<file path="src/rtl/st_adapter_pkg.sv">
// Shared types and helpers for the Avalon-ST width adapters.
package st_adapter_pkg;

    typedef enum logic {
        LSB_FIRST = 1'b0,
        MSB_FIRST = 1'b1
    } symbol_order_t;

    // Width of a field able to hold 0..value-1, never narrower than one bit.
    function automatic int clog2_min1(input int value);
        return ($clog2(value) < 1) ? 1 : $clog2(value);
    endfunction

endpackage

</file>
<file path="src/rtl/st_symbol_shift_buffer.sv">
// Holds one wide beat and shifts it out a symbol at a time in the chosen order.
module st_symbol_shift_buffer
    import st_adapter_pkg::*;
#(
    parameter int            DATA_WIDTH   = 32,
    parameter int            SYMBOL_WIDTH = 8,
    parameter int            CNT_WIDTH    = 3,
    parameter symbol_order_t ORDER        = LSB_FIRST
) (
    input  logic                    clk,
    input  logic                    reset,
    input  logic                    load,
    input  logic                    consume,
    input  logic [DATA_WIDTH-1:0]   load_data,
    input  logic [CNT_WIDTH-1:0]    load_count,
    input  logic                    load_first,
    output logic [SYMBOL_WIDTH-1:0] symbol,
    output logic [CNT_WIDTH-1:0]    remaining,
    output logic                    first
);

    logic [DATA_WIDTH-1:0] buffer_r;
    logic [CNT_WIDTH-1:0]  remaining_r;
    logic                  first_r;

    // Buffer, symbol count and first-symbol flag; a load beats a simultaneous consume.
    always_ff @(posedge clk) begin
        if (reset) begin
            buffer_r    <= {DATA_WIDTH{1'b0}};
            remaining_r <= {CNT_WIDTH{1'b0}};
            first_r     <= 1'b0;
        end else if (load) begin
            buffer_r    <= load_data;
            remaining_r <= load_count;
            first_r     <= load_first;
        end else if (consume) begin
            if (ORDER == LSB_FIRST) begin
                buffer_r <= buffer_r >> SYMBOL_WIDTH;
            end else begin
                buffer_r <= buffer_r << SYMBOL_WIDTH;
            end
            remaining_r <= remaining_r - CNT_WIDTH'(1'b1);
            first_r     <= 1'b0;
        end else begin
            buffer_r    <= buffer_r;
            remaining_r <= remaining_r;
            first_r     <= first_r;
        end
    end

    if (ORDER == LSB_FIRST) begin : g_lsb
        assign symbol = buffer_r[SYMBOL_WIDTH-1:0];
    end else begin : g_msb
        assign symbol = buffer_r[DATA_WIDTH-1 -: SYMBOL_WIDTH];
    end

    assign remaining = remaining_r;
    assign first     = first_r;

endmodule

</file>
<file path="src/rtl/st_width_narrowing_adapter_v2_chk.sv">
// Protocol checks for the width narrower, kept apart from the datapath.
module st_width_narrowing_adapter_v2_chk #(
    parameter int SYMBOLS     = 4,
    parameter int EMPTY_WIDTH = 2
) (
    input logic                   clk,
    input logic                   reset,
    input logic                   load,
    input logic                   eop,
    input logic [EMPTY_WIDTH-1:0] empty
);

    // An eop beat must leave at least one symbol to emit.
    a_empty_in_range: assert property (@(posedge clk) disable iff (reset)
        !(load && eop && (32'(empty) >= 32'(SYMBOLS))));

endmodule

</file>
<file path="src/rtl/st_width_narrowing_adapter_v2.sv">
// Avalon-ST width narrower: one wide sink beat becomes SYMBOLS narrow source symbols.
module st_width_narrowing_adapter_v2
    import st_adapter_pkg::*;
#(
    parameter int            ST_SINK_WIDTH   = 32,
    parameter int            ST_SOURCE_WIDTH = 8,
    parameter symbol_order_t SYMBOL_ORDER    = LSB_FIRST,
    parameter int            CHANNEL_WIDTH   = 1,
    localparam int           SYMBOLS         = ST_SINK_WIDTH / ST_SOURCE_WIDTH,
    localparam int           EMPTY_WIDTH     = clog2_min1(SYMBOLS),
    localparam int           CNT_WIDTH       = $clog2(SYMBOLS + 1)
) (
    input  logic                       clk,
    input  logic                       reset,
    output logic                       st_sink_ready,
    input  logic                       st_sink_valid,
    input  logic [ST_SINK_WIDTH-1:0]   st_sink_data,
    input  logic                       st_sink_startofpacket,
    input  logic                       st_sink_endofpacket,
    input  logic [EMPTY_WIDTH-1:0]     st_sink_empty,
    input  logic [CHANNEL_WIDTH-1:0]   st_sink_channel,
    input  logic                       st_source_ready,
    output logic                       st_source_valid,
    output logic [ST_SOURCE_WIDTH-1:0] st_source_data,
    output logic                       st_source_startofpacket,
    output logic                       st_source_endofpacket,
    output logic [CHANNEL_WIDTH-1:0]   st_source_channel,
    output logic [CNT_WIDTH-1:0]       symbols_pending
);

    if (((ST_SINK_WIDTH % ST_SOURCE_WIDTH) != 0) || (SYMBOLS < 2)) begin : g_bad_widths
        $fatal(1, "ST_SINK_WIDTH must be a multiple (>1) of ST_SOURCE_WIDTH");
    end

    logic [CNT_WIDTH-1:0]       remaining_s;
    logic                       first_s;
    logic [ST_SOURCE_WIDTH-1:0] symbol_s;
    logic                       consume_s;
    logic                       sink_ready_s;
    logic                       load_s;
    logic [EMPTY_WIDTH-1:0]     empty_clamped_s;
    logic [CNT_WIDTH-1:0]       load_count_s;
    logic                       eop_r;
    logic [CHANNEL_WIDTH-1:0]   channel_r;

    // Handshake and beat sizing; ready is open whenever the last symbol leaves this cycle.
    always_comb begin
        consume_s    = (remaining_s != {CNT_WIDTH{1'b0}}) && st_source_ready;
        sink_ready_s = (remaining_s == {CNT_WIDTH{1'b0}}) ||
                       ((remaining_s == CNT_WIDTH'(1'b1)) && st_source_ready);
        load_s       = st_sink_valid && sink_ready_s;
        if (32'(st_sink_empty) >= 32'(SYMBOLS)) begin
            empty_clamped_s = EMPTY_WIDTH'(SYMBOLS - 1);
        end else begin
            empty_clamped_s = st_sink_empty;
        end
        if (st_sink_endofpacket) begin
            load_count_s = CNT_WIDTH'(SYMBOLS) - CNT_WIDTH'(empty_clamped_s);
        end else begin
            load_count_s = CNT_WIDTH'(SYMBOLS);
        end
    end

    // Sideband captured with each beat and held until the next load.
    always_ff @(posedge clk) begin
        if (reset) begin
            eop_r     <= 1'b0;
            channel_r <= {CHANNEL_WIDTH{1'b0}};
        end else if (load_s) begin
            eop_r     <= st_sink_endofpacket;
            channel_r <= st_sink_channel;
        end else begin
            eop_r     <= eop_r;
            channel_r <= channel_r;
        end
    end

    st_symbol_shift_buffer #(
        .DATA_WIDTH   (ST_SINK_WIDTH),
        .SYMBOL_WIDTH (ST_SOURCE_WIDTH),
        .CNT_WIDTH    (CNT_WIDTH),
        .ORDER        (SYMBOL_ORDER)
    ) u_buffer (
        .clk        (clk),
        .reset      (reset),
        .load       (load_s),
        .consume    (consume_s),
        .load_data  (st_sink_data),
        .load_count (load_count_s),
        .load_first (st_sink_startofpacket),
        .symbol     (symbol_s),
        .remaining  (remaining_s),
        .first      (first_s)
    );

    st_width_narrowing_adapter_v2_chk #(
        .SYMBOLS     (SYMBOLS),
        .EMPTY_WIDTH (EMPTY_WIDTH)
    ) u_chk (
        .clk   (clk),
        .reset (reset),
        .load  (load_s),
        .eop   (st_sink_endofpacket),
        .empty (st_sink_empty)
    );

    assign st_sink_ready           = sink_ready_s;
    assign st_source_valid         = (remaining_s != {CNT_WIDTH{1'b0}});
    assign st_source_data          = symbol_s;
    assign st_source_startofpacket = first_s && st_source_valid;
    assign st_source_endofpacket   = eop_r && (remaining_s == CNT_WIDTH'(1'b1));
    assign st_source_channel       = channel_r;
    assign symbols_pending         = remaining_s;

endmodule
</file>
<file path="config.mk">
export PLATFORM = sky130hd
export DESIGN_NAME = st_width_narrowing_adapter_v2
export DESIGN_NICKNAME = d
export VERILOG_FILES = /design/src/rtl/st_adapter_pkg.sv /design/src/rtl/st_symbol_shift_buffer.sv /design/src/rtl/st_width_narrowing_adapter_v2_chk.sv /design/src/rtl/st_width_narrowing_adapter_v2.sv
export SDC_FILE = /design/constraint.sdc
export NUM_CORES = 1
export LEC_CHECK = 0
export BUFFER_PORTS_ARGS = -buffer_cell sky130_fd_sc_hd__buf_2
export CORE_MARGIN = 1
export CORE_UTILIZATION = 51
export DETAILED_ROUTE_END_ITERATION = 8
export PLACE_DENSITY = 0.89
export SLEW_MARGIN = 15
export SYNTH_ARGS = -nofsm -noshare
export SYNTH_HDL_FRONTEND = slang
export SYNTH_HIERARCHICAL = 1
export SYNTH_SLANG_ARGS = --single-unit
</file>
<file path="constraint.sdc">
create_clock -name clk -period 2 [get_ports clk]
set_input_delay 0.4 -clock clk [delete_from_list [all_inputs] [get_ports clk]]
set_output_delay 0.4 -clock clk [all_outputs]
set_load 0.05 [all_outputs]
</file>
* Word level (Yosys, flattened, before mapping) *
Cells that the tools add are included.

cells by class
  reductions and logical operators = 9
  eq/ne operators = 1
  muxes and demuxes = 7
  add/sub/neg operators = 2

operators with widths
  cell                                                                    count
  32-bit two-way mux                                                      2
  3-bit two-way mux                                                       3
  1-bit logical AND                                                       5
  3-bit by 1-bit equality test with 1-bit output (second input constant)  1
  3-bit zero test                                                         1
  3-bit nonzero test                                                      1
  3-bit by 1-bit subtractor with 3-bit output (second input constant)     1
  3-bit by 2-bit subtractor with 3-bit output (first input constant)      1
  1-bit two-way mux                                                       2
  2-bit nonzero test                                                      1
  1-bit logical OR                                                        1

word-level totals
  input bits = 41
  output and inout bits = 16
  logic and storage cells = 24
  register bits after elaboration = 38

* Longest topological paths before layout *
  word-level depth = 5
  depth in mapped cells = 7
  mapped depth without buffers = 5

* Cells and area by module *
Netlist, hierarchy kept.

modules (own cells, without submodules)
  module                         area each (um2)  sequential area each (um2)  cells each  times used
  st_symbol_shift_buffer         1,778.0          720.7                       173         1
  st_width_narrowing_adapter_v2  195.2            40.0                        23          1

* Worst setup path after synthesis *
OpenSTA, ideal clock, no wires.

  path kind = reg-to-output
  start = reg u_buffer.remaining_r[2], in the netlist u_buffer/remaining[2]
  end = out st_sink_ready
  required time = 1,600 ps
  cell stages (with the launch flop) = 3
  path slack = -255 ps
  arrival = 1,855 ps
  path buffers = 0
  cells stage by stage = dfxtp_1 nor2_1 a21boi_0

on the way
  longest elaborated chain between the ends = 3
  elaborated cells on any way between the ends = 4
  classes of those cells = 1 x eq/ne; 3 x reduce/logical

RTL lines
  what                                            RTL line                             text
  start: declaration                              st_symbol_shift_buffer.sv:23         logic [CNT_WIDTH-1:0] remaining_r;
  start signal: assignment                        st_symbol_shift_buffer.sv:30         remaining_r <= {CNT_WIDTH{1'b0}};
  start signal: assignment                        st_symbol_shift_buffer.sv:34         remaining_r <= load_count;
  start signal: assignment                        st_symbol_shift_buffer.sv:42         remaining_r <= remaining_r - CNT_WIDTH'(1'b1);
  3-bit by 1-bit equality test with 1-bit output  st_width_narrowing_adapter_v2.sv:50  ((remaining_s == CNT_WIDTH'(1'b1)) && st_source_ready);
  1-bit logical AND                               st_width_narrowing_adapter_v2.sv:50
  1-bit logical OR *                              st_width_narrowing_adapter_v2.sv:49  sink_ready_s = (remaining_s == {CNT_WIDTH{1'b0}}) ||
  end: declaration                                st_width_narrowing_adapter_v2.sv:15  output logic st_sink_ready,

Every way passes the cells marked *; elsewhere a longest branch is shown, timed or not.

* Worst setup path in the final report *
  start = reg u_buffer.remaining_r[1], in the netlist u_buffer/remaining[1]
  end = reg u_buffer.buffer_r[20]

on the way
  elaborated cells on any way between the ends = 9
  classes of those cells = 1 x eq/ne; 1 x mux; 7 x reduce/logical

RTL lines
  what                          RTL line                             text
  3-bit nonzero test            st_width_narrowing_adapter_v2.sv:48  consume_s = (remaining_s != {CNT_WIDTH{1'b0}}) && st_source_ready;
  1-bit logical AND             st_width_narrowing_adapter_v2.sv:48
  named net consume_s           st_width_narrowing_adapter_v2.sv:38  logic consume_s;
  2-bit nonzero test (no line)  --
  end signal: assignment        st_symbol_shift_buffer.sv:38         buffer_r <= buffer_r >> SYMBOL_WIDTH;
  end signal: assignment        st_symbol_shift_buffer.sv:40         buffer_r <= buffer_r << SYMBOL_WIDTH;
  end signal: assignment        st_symbol_shift_buffer.sv:45         buffer_r <= buffer_r;
  end: declaration              st_symbol_shift_buffer.sv:22         logic [DATA_WIDTH-1:0] buffer_r;

The timed path passes the listed nets, and every way through them passes these cells.
A chain may end at the register's enable or synchronous reset.

==> results.toml <==
[cts]
clkTransAtPathRegs_ps = 70
clkSinkCount = 38
cts.path.max_buffers = 2
insertion_delay_ps = 280
ctsResizeCount = 0
root_buffer = "clkbuf_8"
h-tree-depth = 2
cts_inserted_buffers = 5
cts_setup_buffers = 0
hold_buffers = 0
tritoncts = "built"

[global_routing]
grt_pass1_vias = 1508
grt.overflow.total = 0
grt_usage_pct = 19.9
grt_max_degree = 52
antenna_found_initial = 0
grt_pass1_wl_um = 6450

[detailed_routing]
antenna_left = 0
drt_first_pass_iters = 6
wl_um = 3730
drc_errors = 0
wl_per_cell_um = 12.8
first_iter_violations = 49
vias = 1495
via_per_inst = 5.14

[synthesis]
synth_area_leaders = "dfxtp_1 (39%), mux2i_1 (13%), a211oi_1 (8.8%)"
ys_seq_area_share_pct = 38.6
yosysWarnings = 6
synth_top_area_cell = "dfxtp_1"
ys_ff_latch = 38
ys_types = 31
synth_area_sq_um = 1970
syn_inst = 196
synth_top_area_share_pct = 38.6
syn_nets = 239
syn_avg_cell_area_sq_um = 10.1

[floorplan]
start_util_pct = 53.5
fp.coreArea_sq_um = 3690
die_y_um = 64.2
die_w_um = 64.2
die-area_sq_um = 4120
top_level_ports = 57
rows = 22

[final_layout]
nets = 286
area_delta_synth_final_pct = 15.9
post-route-util_pct = 62.0
drive_gt1_share_pct = 37.0
fin_cells = 291
num_antenna_cells = 0

[flow_run]
maxCapViolations = 0

[worst_setup_path]
worst-setup-path-type = "flop to flop"
endpoint_kind = "flop"
arrival_ps = 2010
cp.required_ps = 2200
worst_r2r_path_depth = 5
cp-start-kind = "flop"
crit_path_max_fanout = 27

[sta]
hold_slack_ps = 362
min_period_ps = 1800
clock.fmax_ghz = 0.554
worst_pin_slew_ps = 572
period_share_pct = 90.2
setup_viol_count_final = 0
setup-tns-final_ps = 0
rsz0062_at_grt = "false"
slew_headroom_pct = 61.8
final.setup.worst_slack_ps = 196
maxSlewViolCount = 0
hold_viol = 0
clock_skew_ps = 4.59

[placed_design]
pre_cts_ws_ps = 180
io_buffer_count = 56
hpwl_um = 2530
dp_cells = 284
gp_congestion = 0.737

[power]
p_leak_uw = 0.000959
clock_power_share_pct = 15.0
switching_share_pct = 42.8
pwr-share-seq_pct = 34.0
p_int_uw = 1850
p_comb_share_pct = 50.9
irDropWorstVdd_v = 0.000675
switching_power_uw = 1390
pwr_density_cell_nw_per_um2 = 1420

[status]
outcome = "completed"

[min_path]
whs_path_depth = 3
hp-class = "primary input to flop"
-- per-stage QoR --
stage                     instance area [sq um]  power [uW]
final                                      2290        3240
after global routing                       2290        3450
after CTS                                  2290        3260
after detailed placement                   2210        2760
after global placement                     2210        2720
after floorplan                            1980        2580
-- power by group through the flow --
stage	logic, uW	registers [uW]	clock network [uW]
6_report	1650	1100	487
5_1_grt	1790	1120	543
4_1_cts	1660	1100	506
3_5_place_dp	1650	1110	0
3_3_place_gp	1610	1110	0
2_1_floorplan	1360	1220	0
-- synthesized netlist by cell type (all sizes together) --
cell / count
and3: 1
a211oi: 26
and2: 5
xnor2: 1
buf: 20
nor2: 2
a2111oi: 2
or3b: 9
ha: 2
nor2b: 25
nand2: 9
a21boi: 1
mux2i: 26
inv: 8
nand3b: 1
o41ai: 1
nand2b: 5
and4b: 1
dfxtp: 38
clkbuf: 3
or3: 1
a21oi: 9
-- cell families (layout without fill, tap and decap cells) --
family	after synthesis	count (layout)	synth area share, %
AO/OA/AOI/OAI	39	39	16.7
XOR/XNOR	1	1	0.444
adder cells (fa/ha/maj)	2	2	1.27
buffers and inverters	31	78	10.6
flip-flops	38	38	38.6
multiplexers	26	26	13.2
AND/OR/NAND/NOR	59	59	19.3
-- routing by layer --
metal  routed length (um)  GRT usage, %  up-vias
met5                    0             0        -
met4                   39          5.00        0
met3                  146          5.54        6
met2                 1830          35.8       29
met1                 1710          23.0      686
li1                     -             -      774
-- cell type report --
class / instances / area, sq um
clock buffer: 5 / 68.8
timing repair buffer: 63 / 345
sequential: 38 / 763
multi-input combinational: 127 / 1010
clock inverter: 2 / 10.0
tap: 48 / 60.1
inverter: 8 / 30.0
fill: 353 / 1400
-- worst max-delay path: stages (launching register included) --
cell and delay (ps):
dfxtp_2 320, or3_4 380, and2_2 390, buf_4 260, mux2i_1 130, a211oi_1 230
-- path summary, 6_finish.rpt --
check / slack (ps) / startpoint / endpoint
max: 200 / u_buffer/remaining[1] / u_buffer/buffer_r[20]
min reg2reg: 470 / st_source_channel / st_source_channel
min: 360 / st_sink_data[28] / u_buffer/buffer_r[28]
max reg2reg: 200 / u_buffer/remaining[1] / u_buffer/buffer_r[20]
-- state kept, by name (all words and copies together) (netlist names) --
| register | flops |
|---|---|
| u_buffer/buffer_r | 32 |
| u_buffer/remaining | 3 |
| eop_r | 1 |
| st_source_channel | 1 |
| u_buffer/first | 1 |
-- cell usage in the layout (no fill, tap or decap), types with 2 or more instances in the layout --
| cell | n |
|---|---|
| nor2b_1 | 21 |
| clkinv_2 | 2 |
| nand2_1 | 9 |
| dfxtp_2 | 2 |
| a211oi_2 | 3 |
| dfxtp_1 | 36 |
| ha_1 | 2 |
| buf_2 | 56 |
| and2_2 | 2 |
| a21oi_1 | 7 |
| buf_4 | 6 |
| clkbuf_8 | 5 |
| mux2i_1 | 26 |
| inv_1 | 5 |
| nor2_1 | 2 |
| and2_1 | 3 |
| nand2b_1 | 5 |
| a211oi_1 | 23 |
| inv_2 | 3 |
| a21oi_2 | 2 |
| nor2b_2 | 4 |
| or3b_1 | 9 |
No activity file was read; power rests on OpenSTA's default activity.
